### config.mk
export PLATFORM = sky130hd
export DESIGN_NAME = apb_protocol_monitor
export DESIGN_NICKNAME = d
export VERILOG_FILES = /design/src/rtl/apb_protocol_monitor.sv
export SDC_FILE = /design/constraint.sdc
export NUM_CORES = 1
export LEC_CHECK = 0
export ABC_AREA = 1
export CORE_ASPECT_RATIO = 0.9
export CORE_UTILIZATION = 47
export DETAILED_ROUTE_END_ITERATION = 10
export PLACE_DENSITY = 0.92
export SLEW_MARGIN = 20
export SYNTH_ARGS = -nofsm -noshare
export SYNTH_HDL_FRONTEND = slang
export SYNTH_SLANG_ARGS = --single-unit
### constraint.sdc
create_clock -name pclk -period 2.5 [get_ports pclk]
set_input_delay 0.5 -clock pclk [delete_from_list [all_inputs] [get_ports pclk]]
set_output_delay 0.5 -clock pclk [all_outputs]
set_load 0.02 [all_outputs]
### src/rtl/apb_protocol_monitor.sv
`default_nettype none
// ============================================================================
// Module   : apb_protocol_monitor
// Passive APB3 checker: sticky violation flags, error and transfer counters.
// Optional : APB_MON_TIMEOUT_EN enables the ACCESS_WAIT timeout check (bit 8).
// Revision : 1.0
// ============================================================================
module apb_protocol_monitor #(
  parameter int ADDR_WIDTH     = 32,
  parameter int DATA_WIDTH     = 32,
  parameter int CNT_WIDTH      = 16,
  parameter int TIMEOUT_CYCLES = 256
) (
  input  logic                  pclk,
  input  logic                  preset,
  input  logic [ADDR_WIDTH-1:0] paddr,
  input  logic                  psel,
  input  logic                  penable,
  input  logic                  pwrite,
  input  logic [DATA_WIDTH-1:0] pwdata,
  input  logic                  pready,
  input  logic [DATA_WIDTH-1:0] prdata,
  input  logic                  clr_err,
  output logic [1:0]            apb_state,
  output logic [8:0]            err_vec,
  output logic                  err_pulse,
  output logic [CNT_WIDTH-1:0]  err_count,
  output logic [CNT_WIDTH-1:0]  xfer_count
);

  localparam logic [1:0] ST_IDLE  = 2'd0;
  localparam logic [1:0] ST_SETUP = 2'd1;
  localparam logic [1:0] ST_WAIT  = 2'd2;
  localparam logic [1:0] ST_LAST  = 2'd3;

  logic [1:0]            state_q, state_d;
  logic [ADDR_WIDTH-1:0] paddr_q, paddr_d;
  logic [DATA_WIDTH-1:0] pwdata_q, pwdata_d;
  logic                  pwrite_q, pwrite_d;
  logic                  psel_q, psel_d;
  logic                  penable_q, penable_d;
  logic                  pready_q, pready_d;
  logic                  valid_q, valid_d;
  logic [8:0]            err_vec_q, err_vec_d;
  logic                  err_pulse_q, err_pulse_d;
  logic [CNT_WIDTH-1:0]  err_count_q, err_count_d;
  logic [CNT_WIDTH-1:0]  xfer_count_q, xfer_count_d;

  logic [8:0] fail;
  logic       any_fail;
  logic       cur_access;
  logic       check_en;
  logic       tmo_fire;

  // Read data is observed but never checked.
  logic unused_prdata;
  assign unused_prdata = ^prdata;

  always_comb begin
    apb_state = ST_IDLE;
    if (psel) begin
      if (!penable)     apb_state = ST_SETUP;
      else if (!pready) apb_state = ST_WAIT;
      else              apb_state = ST_LAST;
    end
  end

  assign cur_access = psel & penable;
  assign check_en   = valid_q & ~preset;

`ifdef APB_MON_TIMEOUT_EN
  localparam int TMO_W = $clog2(TIMEOUT_CYCLES + 1);

  logic [TMO_W-1:0] tmo_cnt_q, tmo_cnt_d;

  // Counter saturates at the limit so the error fires once per wait run.
  always_comb begin
    tmo_cnt_d = '0;
    tmo_fire  = 1'b0;
    if (apb_state == ST_WAIT) begin
      if (tmo_cnt_q != TMO_W'(TIMEOUT_CYCLES)) tmo_cnt_d = tmo_cnt_q + TMO_W'(1);
      else                                     tmo_cnt_d = tmo_cnt_q;
      tmo_fire = check_en && (tmo_cnt_q == TMO_W'(TIMEOUT_CYCLES - 1));
    end
  end

  always_ff @(posedge pclk) begin
    if (preset) tmo_cnt_q <= '0;
    else        tmo_cnt_q <= tmo_cnt_d;
  end
`else
  localparam int unused_timeout_cycles = TIMEOUT_CYCLES;
  assign tmo_fire = 1'b0;
`endif

  always_comb begin
    fail = '0;
    if (check_en) begin
      fail[0] = (state_q == ST_IDLE)  &  cur_access;
      fail[1] = (state_q == ST_SETUP) & ~cur_access;
      fail[2] = (state_q == ST_WAIT)  & ~cur_access;
      fail[3] = (state_q == ST_LAST)  &  cur_access;
      fail[4] = ((paddr != paddr_q) | (pwrite != pwrite_q)) & cur_access;
      fail[5] = (pwdata != pwdata_q) & pwrite & cur_access;
      fail[6] = penable_q & ~penable & psel & ~(penable_q & pready_q);
      fail[7] = psel_q & ~psel & ~(penable_q & pready_q);
    end
    fail[8] = tmo_fire;
  end

  assign any_fail = |fail;

  always_comb begin
    state_d   = apb_state;
    paddr_d   = paddr;
    pwdata_d  = pwdata;
    pwrite_d  = pwrite;
    psel_d    = psel;
    penable_d = penable;
    pready_d  = pready;
    valid_d   = 1'b1;

    err_pulse_d = any_fail;
    err_vec_d   = clr_err ? fail : (err_vec_q | fail);

    // A failure in the clearing cycle still counts as one.
    err_count_d = err_count_q;
    if (clr_err)                          err_count_d = any_fail ? CNT_WIDTH'(1) : '0;
    else if (any_fail && err_count_q != '1) err_count_d = err_count_q + CNT_WIDTH'(1);

    xfer_count_d = xfer_count_q + CNT_WIDTH'(apb_state == ST_LAST);
  end

  always_ff @(posedge pclk) begin
    if (preset) begin
      state_q      <= ST_IDLE;
      paddr_q      <= '0;
      pwdata_q     <= '0;
      pwrite_q     <= 1'b0;
      psel_q       <= 1'b0;
      penable_q    <= 1'b0;
      pready_q     <= 1'b0;
      valid_q      <= 1'b0;
      err_vec_q    <= '0;
      err_pulse_q  <= 1'b0;
      err_count_q  <= '0;
      xfer_count_q <= '0;
    end else begin
      state_q      <= state_d;
      paddr_q      <= paddr_d;
      pwdata_q     <= pwdata_d;
      pwrite_q     <= pwrite_d;
      psel_q       <= psel_d;
      penable_q    <= penable_d;
      pready_q     <= pready_d;
      valid_q      <= valid_d;
      err_vec_q    <= err_vec_d;
      err_pulse_q  <= err_pulse_d;
      err_count_q  <= err_count_d;
      xfer_count_q <= xfer_count_d;
    end
  end

  assign err_vec    = err_vec_q;
  assign err_pulse  = err_pulse_q;
  assign err_count  = err_count_q;
  assign xfer_count = xfer_count_q;

endmodule
`default_nettype wire

# ---- After elaboration in Yosys (flattened, before gate mapping)
# Cells that the tools add are included.
dict set report op_classes {
  n_addsub 2
  n_mul 0
  div_mod_pow 0
  n_lt_le_gt_ge 0
  eq_ne 8
  shift 0
  n_mux 9
  bitwise 22
  reduce_logical 5
}
# operator count
set op_table {}
lappend op_table {{$ne A32 B32 Y1} 2}
lappend op_table {{$mux W16} 2}
lappend op_table {{$add A16 B1 Y16} 1}
lappend op_table {{$add A16 B1 Y16 const B} 1}
lappend op_table {{$mux W8} 2}
lappend op_table {{$ne A16 B16 Y1 const B} 1}
lappend op_table {{$and A1 B1 Y1} 15}
lappend op_table {{$or A9 B8 Y9} 1}
lappend op_table {{$reduce_or A8 Y1} 1}
lappend op_table {{$eq A2 B2 Y1 const B} 3}
lappend op_table {{$not A1 Y1} 5}
lappend op_table {{$mux W2} 2}
lappend op_table {{$mux W1} 3}
lappend op_table {{$eq A2 B1 Y1 const B} 1}
lappend op_table {{$logic_not A2 Y1} 1}
lappend op_table {{$reduce_bool A2 Y1} 1}
lappend op_table {{$reduce_or A2 Y1} 1}
lappend op_table {{$logic_and A1 B1 Y1} 1}
lappend op_table {{$ne A1 B1 Y1} 1}
lappend op_table {{$or A1 B1 Y1} 1}
dict set report totals {
  ff_bits 113
  latch_bits 0
  ramBits 0
  romBits 0
  out_inout_bits 44
  wordCells 59
  n_memories 0
}

# ---- Depth between registers and ports, before layout
dict set report depth {
  depth_word 9
  ltp_mapped 16
}

# ---- Worst setup path after synthesis
# Ideal clock, no wire load.
dict set report synth_timing {
  path_type {in2reg}
  startpoint {input psel}
  endpoint {register xfer_count_q[15] (netlist: xfer_count[15])}
  setup_time_ps 113
  t_arrival_ps 2132
  required_time_ps 2387
  path_slack_ps 254
  path_stages 12
  n_path_buf 0
  path_cell_list {nand2_1 -> nor2_1 -> ha_1 -> nand3_1 -> nor3_1 -> nand2_1 -> nor3b_1 -> nand4_1 -> nor2_1 -> nand3_1 -> nor2_1 -> nor2_1}
}
dict set report synth_via {
  elab_chain_len 3
}
# item line
set synth_rtl {}
lappend synth_rtl {{from (decl)} 17} ;# input logic psel,
lappend synth_rtl {{$mux W2} 61} ;# if (psel) begin
lappend synth_rtl {{$eq A2 B2 Y1} 131} ;# xfer_count_d = xfer_count_q + CNT_WIDTH'(apb_state == ST_LAST);
lappend synth_rtl {{$add A16 B1 Y16} 131}
lappend synth_rtl {{to (signal assigned)} 160} ;# xfer_count_q <= xfer_count_d;
lappend synth_rtl {{to (decl)} 47} ;# logic [CNT_WIDTH-1:0] xfer_count_q, xfer_count_d;
# No other way between the ends.
# A chain may end at the register's enable or synchronous reset.

# ---- Final worst setup path
dict set report layout_timing {
  startpoint {input pwdata[31]}
  endpoint {register err_count_q[2] (netlist: err_count[2])}
}
dict set report layout_via {
  elab_chain_len 7
}
# item line
set layout_rtl {}
lappend layout_rtl {{from (decl)} 20} ;# input logic [DATA_WIDTH-1:0] pwdata,
lappend layout_rtl {{$ne A32 B32 Y1} 104} ;# fail[5] = (pwdata != pwdata_q) & pwrite & cur_access;
lappend layout_rtl {{$and A1 B1 Y1 (2 in a row)} 104}
lappend layout_rtl {{$mux W8} 98} ;# if (check_en) begin
lappend layout_rtl {{$reduce_or A8 Y1} 111} ;# assign any_fail = |fail;
lappend layout_rtl {{$logic_and A1 B1 Y1} 129} ;# else if (any_fail && err_count_q != '1) err_count_d = err_count_q + CNT_WIDTH'(1);
lappend layout_rtl {{$reduce_bool A2 Y1 (no line)} n/a}
lappend layout_rtl {{to (signal assigned)} 159} ;# err_count_q <= err_count_d;
lappend layout_rtl {{to (decl)} 46} ;# logic [CNT_WIDTH-1:0] err_count_q, err_count_d;
# No other way between the ends.

==> reports/qor.yml <==
status:
  outcome: "finished clean"
timing:
  max-slew-margin-rel_pct: 64.28
  hold_viol: 0
  max_freq_mhz: 454.9
  worst_clock_skew_ns: 0.01399
  fin_crit_sh_pct: 87.93
  timing.final.crit_period_ns: 2.198
  tightestPinTransition_ns: 0.5358
  setup_viol: 0
  slew_viol_final: 0
  grt_setup_unrepaired: "false"
  finalSetupTns_ns: 0
  worst_slack_ns: 0.3017
cts:
  clk_pin_slew_ns: 0.11
  clock_path_buffers: 2
  cts_tree: "yes"
  root_buffer: "clkbuf_8"
  cts_made_buffers: 9
  clock_latency_ns: 0.36
  cts_num_sinks: 112
  cts_htree_levels: 3
power_and_ir_drop:
  intPower_uw: 2517
  pwr_density_cell_mw_per_mm2: 520.1
  p_seq_share_pct: 56.4
  switchingPower_uw: 823.7
  ir_drop_mv: 0.3279
  combPwrFrac_pct: 13.1
  leakage_uw: 0.002840
  power_frac_clock_pct: 30.5
  total_power_uw: 3340
  swShare_pct: 24.66
yosys:
  synth_cell_types: 26
  synth_flop_cell: "dfxtp_1"
  synth_cells: 627
  ys_seq_area_share_pct: 47.58
  syn_area_mm2: 0.004712
  synth_seq_cells: 112
  syn_area_per_cell_um2: 7.515
  syn_nets: 733
  synth_edf_count: 0
  yosysWarnings: 0
  synthArstFlopShare_pct: 0
floorplan:
  initial_core_util_pct: 48.58
  die_h_um: 96.99
  core.rowCount: 34
  core_mm2: 0.009699
  ios: 147
  fp.dieW_um: 107.5
  fp.dieArea_mm2: 0.01043
drt:
  vias: 4043
  ant_nets: 0
  detail_route.first_pass.iterations: 6
  wl_per_cell_um: 11.07
  drtIter0Drc: 167
  drt_wl_total_um: 9929
  route.detailed.drc: 0
  avgViaCountPerCell: 4.507
final_layout:
  final_nets: 871
  fillers: 854
  final_cells: 897
  synthToLayoutAreaGrowth_pct: 36.30
  drive_gt1_share_pct: 9.221
  utilization_pct: 66.22
placed_design:
  detailed_place_hpwl_um: 7493
  portBuffers: 113
  placedCellCount: 873
  dp_worst_setup_slack_ns: -0.4184
  routabilityCongestion: 0.8314
setup_path:
  critPathSlowestCell: "clkdlybuf4s50_1"
  critPathArrivalTime_ns: 2.43
  crit_path_max_fanout: 4
  path_cells: "clkdlybuf4s50_1 -> xnor2_1 -> nand2_1 -> nor2_1 -> nand2_1 -> nor2_1 -> nand2_1 -> nand2_1 -> nand3_1 -> buf_4 -> buf_4 -> nand4_1 -> a21oi_1"
  worstSetupPathType: "primary input to flip-flop"
  cp-end-kind: "flip-flop"
  cp_common_cell: "nand2_1"
  required_ns: 2.73
  max_stage_delay_ns: 0.51
  crit_family: "simple AND/OR/NAND/NOR gates"
  rr_worst_depth: 12
  crit_buf_inv: 3
  cp-start-kind: "primary input"
  cp_num_cells: 13
global_route:
  grt_first_pass_wirelength_um: 16590
  use_met3_pct: 5.728
  first_global_vias: 3833
  grt_util_met2_pct: 34.17
  busiest_layer: "met2"
  use_met1_pct: 23.70
  grt_max_degree: 54
  track_usage_pct: 19.83
  grt.overflow.total: 0
  antenna_found_initial: 1
min_path:
  hp-class: "flip-flop to flip-flop"
  holdPathStages: 2
run:
  maxCapViolations: 0
-- worst min-delay path, delay by kind of cell (launching register included) --
kind / cells / cell delay, ns
flops: 1 / 0.33
simple gates: 2 / 0.11
-- repair_timing --
item                                    4_1_cts  5_1_grt
hold buffers                                  0        0
hold endpoints to repair                      0        0
cloned                                        0        0
resized for setup                             3       25
endpoints found under the setup margin        4        5
setup buffers                                 0        7
pin swaps                                     0       12
-- cell usage after synthesis, types with 2 or more instances --
cell type	instances	area (um2)
a21oi_1	25	125.1
clkbuf_1	11	41.29
nor2_1	117	439.2
nand4_1	16	100.1
o21ai_0	17	85.08
xor2_1	9	78.83
dfxtp_1	112	2242
or2_2	2	12.51
nor3_1	8	40.04
nand3_1	22	110.1
inv_1	109	409.1
xnor2_1	56	490.5
nand2_1	107	401.6
nor3_2	2	20.02
ha_1	3	37.54
-- path summary, 6_finish.rpt --
| path | startpoint | endpoint | slack [ns] |
|---|---|---|---|
| worst max-delay path | pwdata[31] | err_count[2] | 0.30 |
| worst min-delay path | err_vec[3] | err_vec[3] | 0.47 |
| worst max register to register | err_count[0] | err_count[1] | 0.32 |
| worst min register to register | err_vec[3] | err_vec[3] | 0.47 |
-- stage by stage --
stage                     hold slack, ns  cell area (um2)
after floorplan                   0.4616             4712
after global placement            0.4378             6088
after detailed placement          0.4460             6088
after CTS                         0.4632             6285
after global routing              0.4836             6422
final                             0.4677             6422
-- layer usage --
layer | vias up | share of wire [%]
met4 | 0 | 1.7
met2 | 86 | 48
met5 | - | 0
li1 | 2169 | -
met3 | 13 | 4.6
met1 | 1775 | 46
-- kinds of logic (layout without fill, tap and decap cells) --
group	Yosys count	count (layout)	synth area share, %
xor+xnor	65	65	12.08
flops	112	112	47.58
fa+ha+maj	3	3	0.7967
compound gates	42	42	4.461
simple gates	280	280	24.85
other cells	1	2	0.07958
buf+inv	124	267	10.14
-- flip-flops by register name, summed over array words and instances, names as in the netlist, 2 cells and up --
register and count:
xfer_count 16, err_vec 8, err_count 16, paddr_q 32
pwdata_q 32, state_q 2
-- final cells by class --
type | instances | area (um2) | area share, %
clock inverter | 5 | 38.79 | 0.6039
multi-input combinational | 391 | 2074 | 32.30
sequential | 112 | 2242 | 34.91
clock buffer | 11 | 151.4 | 2.357
inverter | 110 | 412.9 | 6.429
timing repair buffer | 141 | 1343 | 20.90
tap | 126 | 157.7 | 2.455
antenna | 1 | 2.502 | 0.03896
-- power groups by stage --
stage | clock network, uW | logic, uW | registers [uW]
after floorplan | 0 | 223 | 1930
after global placement | 0 | 427 | 1920
after detailed placement | 0 | 441 | 1930
after CTS | 1050 | 442 | 1880
after global routing | 1130 | 489 | 1890
final | 1020 | 439 | 1880
-- layout by cell type (no fill, tap or decap), types with 2 or more instances in the layout --
cell type / n
nor2_1: 113
dfxtp_1: 112
clkdlybuf4s50_1: 108
inv_1: 106
nand2_1: 104
xnor2_1: 56
buf_4: 28
a21oi_1: 25
nand3_1: 19
nand4_1: 16
o21ai_0: 16
clkbuf_8: 11
xor2_1: 9
nor3_1: 6
nand2_2: 4
inv_2: 3
nor2_2: 3
nand3_2: 3
dlymetal6s2s_1: 3
nor3_2: 2
or2_2: 2
nor3_4: 2
nor2_4: 2
ha_2: 2
inv_6: 2
No activity file was read; power rests on OpenSTA's default activity.
